$ cat config.mk
export PLATFORM = sky130hd
export DESIGN_NAME = vga_scan_timer_flat
export DESIGN_NICKNAME = d
export VERILOG_FILES = /design/src/rtl/vga_scan_timer_if.sv /design/src/rtl/vga_scan_timer.sv /design/src/flat_wrapper.sv
export SDC_FILE = /design/constraint.sdc
export NUM_CORES = 1
export LEC_CHECK = 0
export ABC_AREA = 0
export CAP_MARGIN = 25
export CORE_ASPECT_RATIO = 1.2
export CORE_UTILIZATION = 54
export DETAILED_ROUTE_END_ITERATION = 8
export PLACE_DENSITY = 0.91
export SLEW_MARGIN = 20
export SYNTH_ARGS = -nofsm -noshare
export SYNTH_HDL_FRONTEND = slang
export SYNTH_SLANG_ARGS = --single-unit
$ cat constraint.sdc
create_clock -name clk -period 6.2 [get_ports clk]
set_input_delay 0.62 -clock clk [delete_from_list [all_inputs] [get_ports clk]]
set_output_delay 0.62 -clock clk [all_outputs]
set_load 0.005 [all_outputs]
$ cat src/rtl/vga_scan_timer_if.sv
// Scan-timer bus: advance enable in, pixel position / sync / strobes out.
interface vga_scan_timer_if #(
  parameter int unsigned H_W = 10,
  parameter int unsigned V_W = 10
);
  logic           en;
  logic           pix_tick;
  logic [H_W-1:0] pos_x;
  logic [V_W-1:0] pos_y;
  logic           hsync;
  logic           vsync;
  logic           video_on;
  logic           line_start;
  logic           frame_start;

  // Timer side: consumes enable, produces scan state.
  modport master (
    input  en,
    output pix_tick, pos_x, pos_y, hsync, vsync, video_on, line_start, frame_start
  );

  // Renderer / controller side.
  modport slave (
    output en,
    input  pix_tick, pos_x, pos_y, hsync, vsync, video_on, line_start, frame_start
  );
endinterface

$ cat src/rtl/vga_scan_timer.sv
// VGA scan generator: pixel prescaler plus horizontal/vertical counters with registered
// sync, active-video and line/frame strobes. All decoded outputs are taken from the
// next-state counter values so they change on the same edge as pos_x/pos_y.
module vga_scan_timer #(
  parameter int unsigned CLK_PER_PIX = 2,
  parameter int unsigned H_ACTIVE    = 640,
  parameter int unsigned H_FP        = 16,
  parameter int unsigned H_SYNC      = 96,
  parameter int unsigned H_BP        = 48,
  parameter int unsigned V_ACTIVE    = 480,
  parameter int unsigned V_FP        = 10,
  parameter int unsigned V_SYNC      = 2,
  parameter int unsigned V_BP        = 33,
  parameter bit          SYNC_POL    = 1'b0,
  parameter int unsigned H_W         = 10,
  parameter int unsigned V_W         = 10
) (
  input logic              clk,
  input logic              rst_n,
  vga_scan_timer_if.master bus
);

  localparam int unsigned H_TOTAL = H_ACTIVE + H_FP + H_SYNC + H_BP;
  localparam int unsigned V_TOTAL = V_ACTIVE + V_FP + V_SYNC + V_BP;
  localparam int unsigned PRE_W   = (CLK_PER_PIX > 1) ? $clog2(CLK_PER_PIX) : 1;

  localparam logic [PRE_W-1:0] PRE_LAST = PRE_W'(CLK_PER_PIX - 1);
  localparam logic [H_W-1:0]   H_LAST   = H_W'(H_TOTAL - 1);
  localparam logic [V_W-1:0]   V_LAST   = V_W'(V_TOTAL - 1);
  localparam logic [H_W-1:0]   H_VIS    = H_W'(H_ACTIVE);
  localparam logic [V_W-1:0]   V_VIS    = V_W'(V_ACTIVE);
  localparam logic [H_W-1:0]   HS_BEG   = H_W'(H_ACTIVE + H_FP);
  localparam logic [H_W-1:0]   HS_END   = H_W'(H_ACTIVE + H_FP + H_SYNC);
  localparam logic [V_W-1:0]   VS_BEG   = V_W'(V_ACTIVE + V_FP);
  localparam logic [V_W-1:0]   VS_END   = V_W'(V_ACTIVE + V_FP + V_SYNC);

  logic [PRE_W-1:0] r_pre;
  logic [H_W-1:0]   r_pos_x;
  logic [V_W-1:0]   r_pos_y;
  logic             r_hsync;
  logic             r_vsync;
  logic             r_video_on;
  logic             r_line_start;
  logic             r_frame_start;

  logic [PRE_W-1:0] w_pre_nxt;
  logic [H_W-1:0]   w_pos_x_nxt;
  logic [V_W-1:0]   w_pos_y_nxt;
  logic             w_pre_last;
  logic             w_tick;
  logic             w_x_last;
  logic             w_y_last;
  logic             w_hsync_nxt;
  logic             w_vsync_nxt;
  logic             w_video_on_nxt;
  logic             w_line_start_nxt;
  logic             w_frame_start_nxt;

  assign w_pre_last = (r_pre == PRE_LAST);
  assign w_tick     = bus.en && w_pre_last;
  assign w_x_last   = (r_pos_x == H_LAST);
  assign w_y_last   = (r_pos_y == V_LAST);

  // Next-state counters and decode of the position they will hold after this edge.
  always_comb begin
    w_pre_nxt   = w_pre_last ? '0 : r_pre + PRE_W'(1);
    w_pos_x_nxt = r_pos_x;
    w_pos_y_nxt = r_pos_y;
    if (w_tick) begin
      if (w_x_last) begin
        w_pos_x_nxt = '0;
        w_pos_y_nxt = w_y_last ? '0 : r_pos_y + V_W'(1);
      end else begin
        w_pos_x_nxt = r_pos_x + H_W'(1);
      end
    end
    w_hsync_nxt       = ((w_pos_x_nxt >= HS_BEG) && (w_pos_x_nxt < HS_END)) ? SYNC_POL
                                                                            : ~SYNC_POL;
    w_vsync_nxt       = ((w_pos_y_nxt >= VS_BEG) && (w_pos_y_nxt < VS_END)) ? SYNC_POL
                                                                            : ~SYNC_POL;
    w_video_on_nxt    = (w_pos_x_nxt < H_VIS) && (w_pos_y_nxt < V_VIS);
    // Strobes are gated by w_tick, so they drop to 0 in any disabled clock.
    w_line_start_nxt  = w_tick && w_x_last;
    w_frame_start_nxt = w_line_start_nxt && w_y_last;
  end

  // Scan state: advances only while enabled; strobes reload every clock.
  always_ff @(posedge clk or negedge rst_n) begin
    if (!rst_n) begin
      r_pre         <= '0;
      r_pos_x       <= '0;
      r_pos_y       <= '0;
      r_hsync       <= ~SYNC_POL;
      r_vsync       <= ~SYNC_POL;
      r_video_on    <= 1'b0;
      r_line_start  <= 1'b0;
      r_frame_start <= 1'b0;
    end else begin
      if (bus.en) begin
        r_pre      <= w_pre_nxt;
        r_pos_x    <= w_pos_x_nxt;
        r_pos_y    <= w_pos_y_nxt;
        r_hsync    <= w_hsync_nxt;
        r_vsync    <= w_vsync_nxt;
        r_video_on <= w_video_on_nxt;
      end
      r_line_start  <= w_line_start_nxt;
      r_frame_start <= w_frame_start_nxt;
    end
  end

  assign bus.pix_tick    = w_tick;
  assign bus.pos_x       = r_pos_x;
  assign bus.pos_y       = r_pos_y;
  assign bus.hsync       = r_hsync;
  assign bus.vsync       = r_vsync;
  assign bus.video_on    = r_video_on;
  assign bus.line_start  = r_line_start;
  assign bus.frame_start = r_frame_start;

endmodule

$ cat src/flat_wrapper.sv
// flat-port wrapper written by rule: the top's interface ports become plain ports
module vga_scan_timer_flat 
#(
  parameter int unsigned CLK_PER_PIX = 2,
  parameter int unsigned H_ACTIVE    = 640,
  parameter int unsigned H_FP        = 16,
  parameter int unsigned H_SYNC      = 96,
  parameter int unsigned H_BP        = 48,
  parameter int unsigned V_ACTIVE    = 480,
  parameter int unsigned V_FP        = 10,
  parameter int unsigned V_SYNC      = 2,
  parameter int unsigned V_BP        = 33,
  parameter bit          SYNC_POL    = 1'b0,
  parameter int unsigned H_W         = 10,
  parameter int unsigned V_W         = 10
)
  (clk, rst_n, bus_en, bus_pix_tick, bus_pos_x, bus_pos_y, bus_hsync, bus_vsync, bus_video_on, bus_line_start, bus_frame_start);
  vga_scan_timer_if #(.H_W(H_W), .V_W(V_W)) bus_i ();
  input logic clk;
  input logic rst_n;
  input wire logic [$bits(bus_i.en)-1:0] bus_en;
  output wire logic [$bits(bus_i.pix_tick)-1:0] bus_pix_tick;
  output wire logic [$bits(bus_i.pos_x)-1:0] bus_pos_x;
  output wire logic [$bits(bus_i.pos_y)-1:0] bus_pos_y;
  output wire logic [$bits(bus_i.hsync)-1:0] bus_hsync;
  output wire logic [$bits(bus_i.vsync)-1:0] bus_vsync;
  output wire logic [$bits(bus_i.video_on)-1:0] bus_video_on;
  output wire logic [$bits(bus_i.line_start)-1:0] bus_line_start;
  output wire logic [$bits(bus_i.frame_start)-1:0] bus_frame_start;
  assign bus_i.en = bus_en;
  assign bus_pix_tick = bus_i.pix_tick;
  assign bus_pos_x = bus_i.pos_x;
  assign bus_pos_y = bus_i.pos_y;
  assign bus_hsync = bus_i.hsync;
  assign bus_vsync = bus_i.vsync;
  assign bus_video_on = bus_i.video_on;
  assign bus_line_start = bus_i.line_start;
  assign bus_frame_start = bus_i.frame_start;
  vga_scan_timer #(.CLK_PER_PIX(CLK_PER_PIX), .H_ACTIVE(H_ACTIVE), .H_FP(H_FP), .H_SYNC(H_SYNC), .H_BP(H_BP), .V_ACTIVE(V_ACTIVE), .V_FP(V_FP), .V_SYNC(V_SYNC), .V_BP(V_BP), .SYNC_POL(SYNC_POL), .H_W(H_W), .V_W(V_W)) u_core (.clk(clk), .rst_n(rst_n), .bus(bus_i));
endmodule
==> metrics.md <==
| Metric | Value |
|---|---|
| Outcome | `complete, no violations` |
| CP max FO | `14` |
| Placed Instances | `211` |
| Row count | `20` |
| Final Cycle Share | `0.515` |
| CP Launch Point | `bus_en` |
| Clk root buf | `clkbuf_4` |
| Setup Fix Bufs, Post-CTS | `0` |
| Core area | `0.00253 sq mm` |
| Synth Area in Adders | `0.0263` |
| Maximum vdd drop | `0.183 mV` |
| Grt total ovfl | `0` |
| Vias in the first global route | `1210` |
| Share of cells above drive strength 1 | `0.0879` |
| Setup TNS | `0 ps` |
| Worst rel slew slack | `0.654` |
| Routed via count | `1317` |
| Synth unique cells | `42` |
| Initial antenna violation count | `0` |
| Clock Skew | `6.19 ps` |
| Max Used Layer | `met4` |
| Routed wire length | `3190 um` |
| Die area | `0.00285 sq mm` |
| Cell count after synthesis | `153` |
| P per Cell Area | `236 mW/mm^2` |
| Clock sink total | `26` |
| Final std cells w/o fill | `215` |
| Initial DRC Count | `32` |
| HP Class | `register to register` |
| Highest Clock Rate | `0.313 GHz` |
| Layout Nets | `189` |
| Met3 Wirelength | `173 um` |
| Mux cell area share after synthesis | `0` |
| Drt pass-1 iters | `4` |
| GRT Total Usage | `0.242` |
| Drt via density | `6.13` |
| Fillers | `194` |
| Number of synthesized flops with an enable pin | `0` |
| FF+latch count, synth | `26` |
| Cell with the most instances after synthesis | `dfrtp_1` |
| RR Endpoint | `u_core.bus.vsync` |
| R2R Path Start | `u_core.bus.pos_x[0]` |
| Leading area contributor after synthesis | `dfrtp_1` |
| Clk Latency, worst-skew pair | `320 ps` |
| Req. time, crit path | `6470 ps` |
| Critical path's slowest cell | `or4_1` |
| CTS HTree Levels | `1` |
| Synth Area in XOR/XNOR | `0.0727` |
| Fin. Hold Viols | `0` |
| HPWL after detailed placement | `2380 um` |
| Worst Reg-to-Reg Cells | `7` |
| Seq/Total Area, Yosys | `0.457` |
| CP Launch Type | `input port` |
| Max-cap violations | `0` |
| I/O Pins | `29` |
| Clock buffer count from CTS | `3` |
| Antenna-violating nets left | `0` |
| Wl on met1 | `1310 um` |
| Critical-path cell list | `clkdlybuf4s50_1, nand3_1, or4_1, nor4_2, xor2_1, nand4_1, o32a_1` |
| Die height | `58.3 um` |
| Critical Path AT | `3460 ps` |
| DRC | `0` |
| First-pass GRT wire length | `5290 um` |
| Met2 routed WL | `1660 um` |
| Reg clk slew, reported paths | `140 ps` |
| Ys Warns | `0` |
| Initial Util | `0.565` |
| Ys async rst share | `1.00` |
| CTS resizes | `0` |
| RSZ-0062 raised after global routing | `no` |
| Post-CTS Hold Buffers | `0` |
| Area of the mapped netlist | `0.00143 sq mm` |
| Top cell type's share of synthesized area | `0.421` |
| Critical path class | `input port to register` |
| Synth Flop Type | `dfrtp_1` |
| Slew Limit Fails | `0` |
| Leakage | `0.740 nW` |
| Die W | `48.9 um` |
| N_diodes | `0` |
| CTS Buffer Depth | `2` |
| Top cells by area, synth | `dfrtp_1 (42%), nand2_1 (5.0%), o21ai_1 (4.9%), dfstp_2 (3.7%), xnor2_1 (3.7%)` |
| Buffers added on ports | `28` |
| Largest family of logic cells by synthesized area | `simple AND/OR/NAND/NOR gates` |
| Mean Syn Cell Area | `9.33 sq um` |
| Commonest cells in the netlist | `dfrtp_1 (24), nand2_1 (19), o21ai_1 (14)` |
| GP Congestion | `0.892` |
| Critical Path End | `u_core.bus.vsync` |
| Minimum clock period after layout | `3190 ps` |
| Area delta synth->final | `25.9%` |
| Max stage delay on crit path | `830 ps` |
| Critical path endpoint category | `register` |
| Final setup fails | `0` |
| Worst Tran Pin Value | `520 ps` |
| TritonCTS clock tree | `built` |
| Synth Area in Compound Gates | `0.155` |
| Mapped Nets | `159` |
| Simple-Gate Fraction of Synth Area | `0.246` |
| Largest net degree at the start of global routing | `18` |
| Routed WL per cell | `14.8 um` |
| R2R setup slack | `3230 ps` |
==> worst min-delay path by stage <==
stage,startpoint,to,cells past startpoint
after CTS,u_core.bus.hsync,u_core.bus.hsync,2
after detailed placement,u_core.bus.hsync,u_core.bus.hsync,2
after global routing,u_core.bus.vsync,u_core.bus.vsync,1
after global placement,u_core.bus.hsync,u_core.bus.hsync,2
final,u_core.bus.hsync,u_core.bus.hsync,2
after floorplan,rst_n,u_core.bus.frame_start,0
==> registers in the layout (all words and copies together), names as in the netlist <==
signal and count:
u_core.bus.hsync 1, u_core.bus.vsync 1, u_core.r_pre 1, u_core.bus.line_start 1, u_core.bus.video_on 1, u_core.bus.pos_x 10, u_core.bus.pos_y 10, u_core.bus.frame_start 1
==> critical path: cells and delay by family <==
| kind | cells | cell delay (ps) |
|---|---|---|
| and+or+nand+nor | 4 | 1540 |
| buffers and inverters | 1 | 670 |
| xor gates and xnor gates | 1 | 270 |
| AOI/OAI and AO/OA | 1 | 360 |
==> placed cells by master, fill, tap and decap left out, types with 2 or more instances in the layout <==
cell | Yosys | layout
a21o_1 | 2 | 2
a31oi_1 | 5 | 5
and3_1 | 2 | 2
clkbuf_4 | 0 | 3
clkdlybuf4s50_1 | 0 | 28
dfrtp_1 | 24 | 24
dfstp_2 | 2 | 2
ha_1 | 3 | 3
inv_1 | 8 | 8
inv_2 | 3 | 3
nand2_1 | 19 | 19
nand3_1 | 10 | 10
nand4_1 | 8 | 8
nor2_1 | 5 | 5
nor3_1 | 7 | 7
o21a_1 | 2 | 2
o21ai_1 | 14 | 14
o31a_1 | 2 | 2
or3_1 | 2 | 2
xnor2_1 | 6 | 6
xor2_1 | 4 | 4
==> cell type report <==
type | instances | area, sq um | area share
tap | 33 | 41.3 | 0.0230
sequential | 26 | 653 | 0.363
timing repair buffer | 29 | 295 | 0.164
clock inverter | 1 | 30.0 | 0.0167
multi-input combinational | 112 | 714 | 0.397
clock buffer | 3 | 22.5 | 0.0125
inverter | 11 | 41.3 | 0.0230
==> through the flow <==
stage	total power, mW	hold WS (ps)	util	setup WS [ps]	cell area [sq um]
CTS	0.424	520	0.711	3020	1800
detailed placement	0.309	494	0.691	2650	1750
global route	0.445	554	0.711	2830	1800
finish	0.423	515	0.711	3010	1800
global placement	0.304	485	0.685	2720	1730
floorplan	0.258	324	-	3560	1430
==> cell families (layout without fill, tap and decap cells) <==
kind of cell / Yosys count / in the layout
simple gates: 64 / 64
compound gates: 34 / 34
flops: 26 / 26
buf+inv: 15 / 44
xor+xnor: 11 / 11
fa+ha+maj: 3 / 3
==> per-layer routing <==
| metal | up-vias | global-route usage |
|---|---|---|
| met4 | 0 | 0.105 |
| li1 | 619 | - |
| met5 | - | 0 |
| met1 | 617 | 0.279 |
| met3 | 8 | 0.0336 |
| met2 | 73 | 0.448 |
==> where the power goes <==
| group | internal (mW) | switching (mW) |
|---|---|---|
| sequential | 0.188 | 0.0309 |
| combinational | 0.0506 | 0.0373 |
| clock | 0.0654 | 0.0513 |
| total | 0.304 | 0.119 |
Power figures use the tool's default switching activity.
